--- src/rtl/mem_port_scheduler_if.sv ---
`default_nettype none
// ============================================================================
// Module      : mem_port_scheduler_if
// Description : Handshake bundle between the IF/MEM stages, the unified
//               memory and the memory-port scheduler.
// Revision    : 1.0 - initial release
// ============================================================================
interface mem_port_scheduler_if;
    logic       if_req;
    logic       dm_req;
    logic       dm_write;
    logic       mem_ack;
    logic       mem_req;
    logic       mem_we;
    logic [1:0] addr_sel;
    logic       addr_hold_en;
    logic       if_grant;
    logic       dm_grant;
    logic       stall_if;
    logic       stall_mem;
    logic       timeout_err;

    // Scheduler side
    modport slave (
        input  if_req, dm_req, dm_write, mem_ack,
        output mem_req, mem_we, addr_sel, addr_hold_en,
               if_grant, dm_grant, stall_if, stall_mem, timeout_err
    );

    // Pipeline / memory side
    modport master (
        output if_req, dm_req, dm_write, mem_ack,
        input  mem_req, mem_we, addr_sel, addr_hold_en,
               if_grant, dm_grant, stall_if, stall_mem, timeout_err
    );
endinterface
`default_nettype wire

--- src/rtl/mem_port_scheduler.sv ---
`default_nettype none
// ============================================================================
// Module      : mem_port_scheduler
// Description : Arbitrates a single-port unified memory between instruction
//               fetch and load/store, drives the address-mux select, stalls
//               the waiting stage and flags a hung memory.
// Revision    : 1.0 - initial release
// ============================================================================
module mem_port_scheduler #(
    parameter int TIMEOUT_CYCLES = 15,
    parameter int CNT_W          = 8
) (
    input  wire logic          clk,
    input  wire logic          rst_n,
    mem_port_scheduler_if.slave bus
);

    typedef enum logic [2:0] {
        BOOT  = 3'd0,
        IDLE  = 3'd1,
        FETCH = 3'd2,
        DATA  = 3'd3,
        ERR   = 3'd4
    } state_t;

    localparam logic [1:0]       c_sel_pc   = 2'd0;
    localparam logic [1:0]       c_sel_data = 2'd1;
    localparam logic [1:0]       c_sel_hold = 2'd2;
    localparam logic [1:0]       c_sel_rst  = 2'd3;
    localparam logic [CNT_W-1:0] c_cnt_last = CNT_W'(TIMEOUT_CYCLES - 1);
    localparam logic [CNT_W-1:0] c_cnt_one  = CNT_W'(1);

    state_t           r_state;
    state_t           w_next;
    logic             r_last_data;
    logic             w_last_data_nxt;
    logic [CNT_W-1:0] r_wait_cnt;
    logic             r_we_q;
    logic             r_err;

    logic             w_mem_req;
    logic             w_mem_we;
    logic [1:0]       w_addr_sel;
    logic             w_hold_en;
    logic             w_if_grant;
    logic             w_dm_grant;
    logic             w_stall_if;
    logic             w_stall_mem;
    logic             w_timeout;
    logic             w_data_entry;

    // Round-robin pick; a lone requester always wins, ties go against last_data.
    function automatic state_t f_arb(input logic ifr, input logic dmr, input logic last);
        if (dmr && (!ifr || !last))
            return DATA;
        else if (ifr)
            return FETCH;
        else
            return IDLE;
    endfunction

    assign w_timeout = (r_wait_cnt == c_cnt_last);

    // Next-state and per-state output decode.
    always_comb begin
        w_next          = r_state;
        w_last_data_nxt = r_last_data;
        w_mem_req       = 1'b0;
        w_mem_we        = 1'b0;
        w_addr_sel      = c_sel_hold;
        w_hold_en       = 1'b0;
        w_if_grant      = 1'b0;
        w_dm_grant      = 1'b0;
        case (r_state)
            BOOT: begin
                w_mem_req  = 1'b1;
                w_addr_sel = c_sel_rst;
                if (bus.mem_ack) begin
                    w_if_grant = 1'b1;
                    w_next     = IDLE;
                end else if (w_timeout) begin
                    w_next = ERR;
                end
            end
            IDLE: begin
                w_next = f_arb(bus.if_req, bus.dm_req, r_last_data);
            end
            FETCH: begin
                w_mem_req  = 1'b1;
                w_addr_sel = c_sel_pc;
                if (bus.mem_ack) begin
                    w_if_grant      = 1'b1;
                    w_hold_en       = 1'b1;
                    w_last_data_nxt = 1'b0;
                    w_next          = f_arb(bus.if_req, bus.dm_req, 1'b0);
                end else if (w_timeout) begin
                    w_next = ERR;
                end
            end
            DATA: begin
                w_mem_req  = 1'b1;
                w_addr_sel = c_sel_data;
                w_mem_we   = r_we_q;
                if (bus.mem_ack) begin
                    w_dm_grant      = 1'b1;
                    w_hold_en       = 1'b1;
                    w_last_data_nxt = 1'b1;
                    w_next          = f_arb(bus.if_req, bus.dm_req, 1'b1);
                end else if (w_timeout) begin
                    w_next = ERR;
                end
            end
            ERR: begin
                w_next = ERR;
            end
            default: begin
                w_next = BOOT;
            end
        endcase
    end

    // Stalls hold the waiting stage; ERR freezes everything.
    always_comb begin
        w_stall_if  = 1'b1;
        w_stall_mem = 1'b1;
        if (r_state != ERR) begin
            w_stall_if  = (bus.if_req | (r_state == BOOT)) & ~w_if_grant;
            w_stall_mem = bus.dm_req & ~w_dm_grant;
        end
    end

    // A new DATA access starts on entry from another state or back-to-back after an ack.
    assign w_data_entry = (w_next == DATA) && ((r_state != DATA) || bus.mem_ack);

    // State register.
    always_ff @(posedge clk or negedge rst_n) begin
        if (!rst_n)
            r_state <= BOOT;
        else
            r_state <= w_next;
    end

    // Round-robin history, wait counter, latched write enable and sticky error.
    always_ff @(posedge clk or negedge rst_n) begin
        if (!rst_n) begin
            r_last_data <= 1'b0;
            r_wait_cnt  <= '0;
            r_we_q      <= 1'b0;
            r_err       <= 1'b0;
        end else begin
            r_last_data <= w_last_data_nxt;
            if ((w_next != r_state) || bus.mem_ack)
                r_wait_cnt <= '0;
            else if ((r_state == BOOT) || (r_state == FETCH) || (r_state == DATA))
                r_wait_cnt <= r_wait_cnt + c_cnt_one;
            if (w_data_entry)
                r_we_q <= bus.dm_write;
            if (w_next == ERR)
                r_err <= 1'b1;
        end
    end

    // Outputs are forced quiet while reset is held, so an in-flight access drops at once.
    assign bus.mem_req      = rst_n & w_mem_req;
    assign bus.mem_we       = rst_n & w_mem_we;
    assign bus.addr_sel     = rst_n ? w_addr_sel : c_sel_rst;
    assign bus.addr_hold_en = rst_n & w_hold_en;
    assign bus.if_grant     = rst_n & w_if_grant;
    assign bus.dm_grant     = rst_n & w_dm_grant;
    assign bus.stall_if     = rst_n & w_stall_if;
    assign bus.stall_mem    = rst_n & w_stall_mem;
    assign bus.timeout_err  = rst_n & r_err;

endmodule
`default_nettype wire

--- src/flat_wrapper.sv ---
// flat-port wrapper written by rule: the top's interface ports become plain ports
module mem_port_scheduler_flat 
#(
    parameter int TIMEOUT_CYCLES = 15,
    parameter int CNT_W          = 8
)
  (clk, rst_n, bus_if_req, bus_dm_req, bus_dm_write, bus_mem_ack, bus_mem_req, bus_mem_we, bus_addr_sel, bus_addr_hold_en, bus_if_grant, bus_dm_grant, bus_stall_if, bus_stall_mem, bus_timeout_err);
  mem_port_scheduler_if bus_i ();
  input  wire logic clk;
  input  wire logic rst_n;
  input wire logic [$bits(bus_i.if_req)-1:0] bus_if_req;
  input wire logic [$bits(bus_i.dm_req)-1:0] bus_dm_req;
  input wire logic [$bits(bus_i.dm_write)-1:0] bus_dm_write;
  input wire logic [$bits(bus_i.mem_ack)-1:0] bus_mem_ack;
  output wire logic [$bits(bus_i.mem_req)-1:0] bus_mem_req;
  output wire logic [$bits(bus_i.mem_we)-1:0] bus_mem_we;
  output wire logic [$bits(bus_i.addr_sel)-1:0] bus_addr_sel;
  output wire logic [$bits(bus_i.addr_hold_en)-1:0] bus_addr_hold_en;
  output wire logic [$bits(bus_i.if_grant)-1:0] bus_if_grant;
  output wire logic [$bits(bus_i.dm_grant)-1:0] bus_dm_grant;
  output wire logic [$bits(bus_i.stall_if)-1:0] bus_stall_if;
  output wire logic [$bits(bus_i.stall_mem)-1:0] bus_stall_mem;
  output wire logic [$bits(bus_i.timeout_err)-1:0] bus_timeout_err;
  assign bus_i.if_req = bus_if_req;
  assign bus_i.dm_req = bus_dm_req;
  assign bus_i.dm_write = bus_dm_write;
  assign bus_i.mem_ack = bus_mem_ack;
  assign bus_mem_req = bus_i.mem_req;
  assign bus_mem_we = bus_i.mem_we;
  assign bus_addr_sel = bus_i.addr_sel;
  assign bus_addr_hold_en = bus_i.addr_hold_en;
  assign bus_if_grant = bus_i.if_grant;
  assign bus_dm_grant = bus_i.dm_grant;
  assign bus_stall_if = bus_i.stall_if;
  assign bus_stall_mem = bus_i.stall_mem;
  assign bus_timeout_err = bus_i.timeout_err;
  mem_port_scheduler #(.TIMEOUT_CYCLES(TIMEOUT_CYCLES), .CNT_W(CNT_W)) u_core (.clk(clk), .rst_n(rst_n), .bus(bus_i));
endmodule
--- config.mk ---
export PLATFORM = sky130hd
export DESIGN_NAME = mem_port_scheduler_flat
export DESIGN_NICKNAME = d
export VERILOG_FILES = /design/src/rtl/mem_port_scheduler_if.sv /design/src/rtl/mem_port_scheduler.sv /design/src/flat_wrapper.sv
export SDC_FILE = /design/constraint.sdc
export NUM_CORES = 1
export LEC_CHECK = 0
export CORE_MARGIN = 2
export CORE_UTILIZATION = 50
export CTS_BUF_LIST = sky130_fd_sc_hd__clkbuf_8
export CTS_CLUSTER_SIZE = 8
export DETAILED_ROUTE_END_ITERATION = 8
export DONT_BUFFER_PORTS = 1
export SYNTH_ARGS = -nofsm -noshare
export SYNTH_HDL_FRONTEND = slang
export SYNTH_SLANG_ARGS = --single-unit
--- constraint.sdc ---
create_clock -name clk -period 3.8 [get_ports clk]
set_input_delay 0.76 -clock clk [delete_from_list [all_inputs] [get_ports clk]]
set_output_delay 0.76 -clock clk [all_outputs]
set_load 0.01 [all_outputs]
==> impl_metrics.env <==
export IMPL_status="completed"
export IMPL_finalCritPeriodShare_pct=60.6
export IMPL_rows=15
export IMPL_ys_ff_latch=14
export IMPL_seq_area_frac_synth_pct=39.0
export IMPL_yosysTopAreaCell="dfrtp_1"
export IMPL_synthCells=102
export IMPL_die_area_mm2=0.00215
export IMPL_critical_path_max_stage_delay_ps=550
export IMPL_via_count=720
export IMPL_setup_tns_final_ps=0
export IMPL_syn_area_um2=898
export IMPL_grt_max_degree=22
export IMPL_final_area_um2=976
export IMPL_rsz0062_at_grt="false"
export IMPL_initialDrtViolationCount=16
export IMPL_tightestPinTransition_ps=479
export IMPL_reg2reg_depth=6
export IMPL_cp_depth=3
export IMPL_path_class="flop to output pin"
export IMPL_finalPower_uw=597
export IMPL_reg2reg_from="u_core.r_wait_cnt[0]"
export IMPL_grt_pass1_wl_um=3100
export IMPL_slew_viol_final=0
export IMPL_cts_tree="built"
export IMPL_synth_ff_type="dfrtp_1"
export IMPL_gr_total_overflow=0
export IMPL_insertion_delay_ps=240
export IMPL_cts_sinks=14
export IMPL_firstDrtPassIters=4
export IMPL_placed_cell_area_um2=921
export IMPL_root_buffer="clkbuf_8"
export IMPL_whs_ps=204
export IMPL_required_ps=3040
export IMPL_yosysWarningCount=0
export IMPL_cp_start_kind="flop"
export IMPL_die_w_um=46.4
export IMPL_rrSetupSlack_ps=2020
export IMPL_route_detailed_drc=0
export IMPL_ys_types=41
export IMPL_die_y_um=46.4
export IMPL_totalWireLength_um=1820
export IMPL_syn_to_final_growth_pct=8.64
export IMPL_n_antenna_cell=0
export IMPL_cts_buffers=3
export IMPL_clkSlewWorstSetupHoldPaths_ps=60
export IMPL_vdd_drop_max_v=0.000427
export IMPL_setup_viol_count_final=0
export IMPL_drive_gt1_share_pct=8.65
export IMPL_crit_buf_inv=0
export IMPL_ys_top_cells_by_area="dfrtp_1 (39%), xnor2_1 (4.9%), nand2_1 (3.8%), nor2_1 (3.8%), a21oi_1 (2.8%)"
export IMPL_port_buffers=0
export IMPL_htree_levels=1
export IMPL_hold_class="input port to asynchronous set/reset pin"
export IMPL_critPathCaptureType="output pin"
export IMPL_wl_per_cell_um=14.1
export IMPL_synth_avg_cell_area_um2=8.81
export IMPL_hpwl_um=1300
export IMPL_start_util_pct=52.6
export IMPL_critical_path_top_delay_family="simple AND/OR/NAND/NOR gates"
export IMPL_power_leakage_nw=0.405
export IMPL_cp_cell_sequence="nor2b_1, nand2_1, nor3_1"
export IMPL_r2r_end="u_core.r_wait_cnt[1]"
export IMPL_track_usage_pct=20.8
export IMPL_antenna_left=0
export IMPL_clk_path_buf_depth=2
export IMPL_grt_pass1_vias=698
export IMPL_power_density_mw_per_mm2=611
export IMPL_antenna_found_initial=0
export IMPL_drv_cap=0
export IMPL_post_cts_setup_buffers=0
export IMPL_routabilityCongestion=0.788
export IMPL_cp_slowest_cell="dfrtp_1"
export IMPL_synth_edf_count=0
export IMPL_fin_nets=113
export IMPL_core_mm2=0.00171
export IMPL_fmaxAchievable_mhz=434
export IMPL_hold_viol_final=0
export IMPL_vias_per_cell=5.58
export IMPL_layout_setup_ws_ps=1500
export IMPL_syn_num_nets=110
export IMPL_async_reset_ff_share_pct=100
export IMPL_fin_skew_ps=4.55
export IMPL_preCtsSetupSlack_ps=1780
export IMPL_netlist_area_leader_share_pct=39.0
export IMPL_slew_headroom_pct=68.1
export IMPL_cts_resized=0
export IMPL_path_max_fanout=17
export IMPL_arrival_ps=1540
export IMPL_period_needed_ps=2300
export IMPL_cts_hold_buffers_added=0
export IMPL_boundaryPins=16
## metrics by stage
stage,util [%],std cells
after floorplan,-,102
after global placement,53.9,125
after detailed placement,53.9,125
after CTS,57.1,129
after global routing,57.1,129
final,57.1,129
## sequential cells by signal, indices dropped and copies added, names as in the netlist
name / count
u_core.r_err: 1
u_core.r_we_q: 1
u_core.r_last_data: 1
u_core.r_state: 3
u_core.r_wait_cnt: 8
## synthesized netlist by cell type, types with 2 or more instances
cell and count:
and2_1 4, xnor2_1 5, nand2_1 9, nor2b_1 2, nor3b_1 2, dfrtp_1 14, o21ai_1 2, nand2b_1 2
nor4b_1 2, nor2_1 9, a211oi_1 3, nor3_1 3, a21oi_1 5, ha_1 2, o21ai_0 5, inv_1 6
or3_1 3
## report_power, final
group	internal, mW	total (mW)	switching [mW]
Clock	0.0917	0.145	0.0531
Sequential	0.182	0.221	0.0394
Combinational	0.101	0.231	0.130
## worst max path at each step
| stage | startpoint | endpoint |
|---|---|---|
| after floorplan | rst_n | bus_dm_grant |
| after global placement | u_core.r_state[2] | bus_mem_we |
| after detailed placement | u_core.r_state[2] | bus_mem_we |
| after CTS | u_core.r_state[2] | bus_mem_we |
| after global routing | u_core.r_state[2] | bus_mem_we |
| final | u_core.r_state[2] | bus_mem_we |
## cell families (layout without fill, tap and decap cells)
kind of cell | Yosys count | count (layout) | synth area share, %
adder cells (fa/ha/maj) | 2 | 2 | 2.79
AND/OR/NAND/NOR | 49 | 49 | 31.8
AO/OA/AOI/OAI | 23 | 23 | 17.1
flip-flops | 14 | 14 | 39.0
XOR/XNOR | 6 | 6 | 5.85
buffers and inverters | 8 | 10 | 3.48
## metal layers
layer  vias to the layer above  track usage (%)  routed length (um)
met5                         -                0                   0
met4                         0             8.57                  23
met3                         2             4.71                  54
met2                        12             33.9                 849
met1                       341             26.2                 888
li1                        365                -                   -
## layout by cell type, fill, tap and decap left out, drive strengths merged, types with 2 or more instances in the layout
master and instances:
ha 2, nand2 9, nor3b 2, or3 3, nand2b 2, o21ai 7, or2 2, nor2b 2
clkbuf 4, dfrtp 14, nor4b 2, and2 4, inv 6, nor2 10, a211oi 4, nor3 3
a21oi 5, xnor2 5, and2b 2
## cell type report
cell class / instances / area, um^2
inverters: 6 / 22.5
well taps: 25 / 31.3
clock buffers: 4 / 55.1
fillers: 174 / 732
multi-input cells: 80 / 517
flip-flops and latches: 14 / 350
Power figures use the tool's default switching activity.
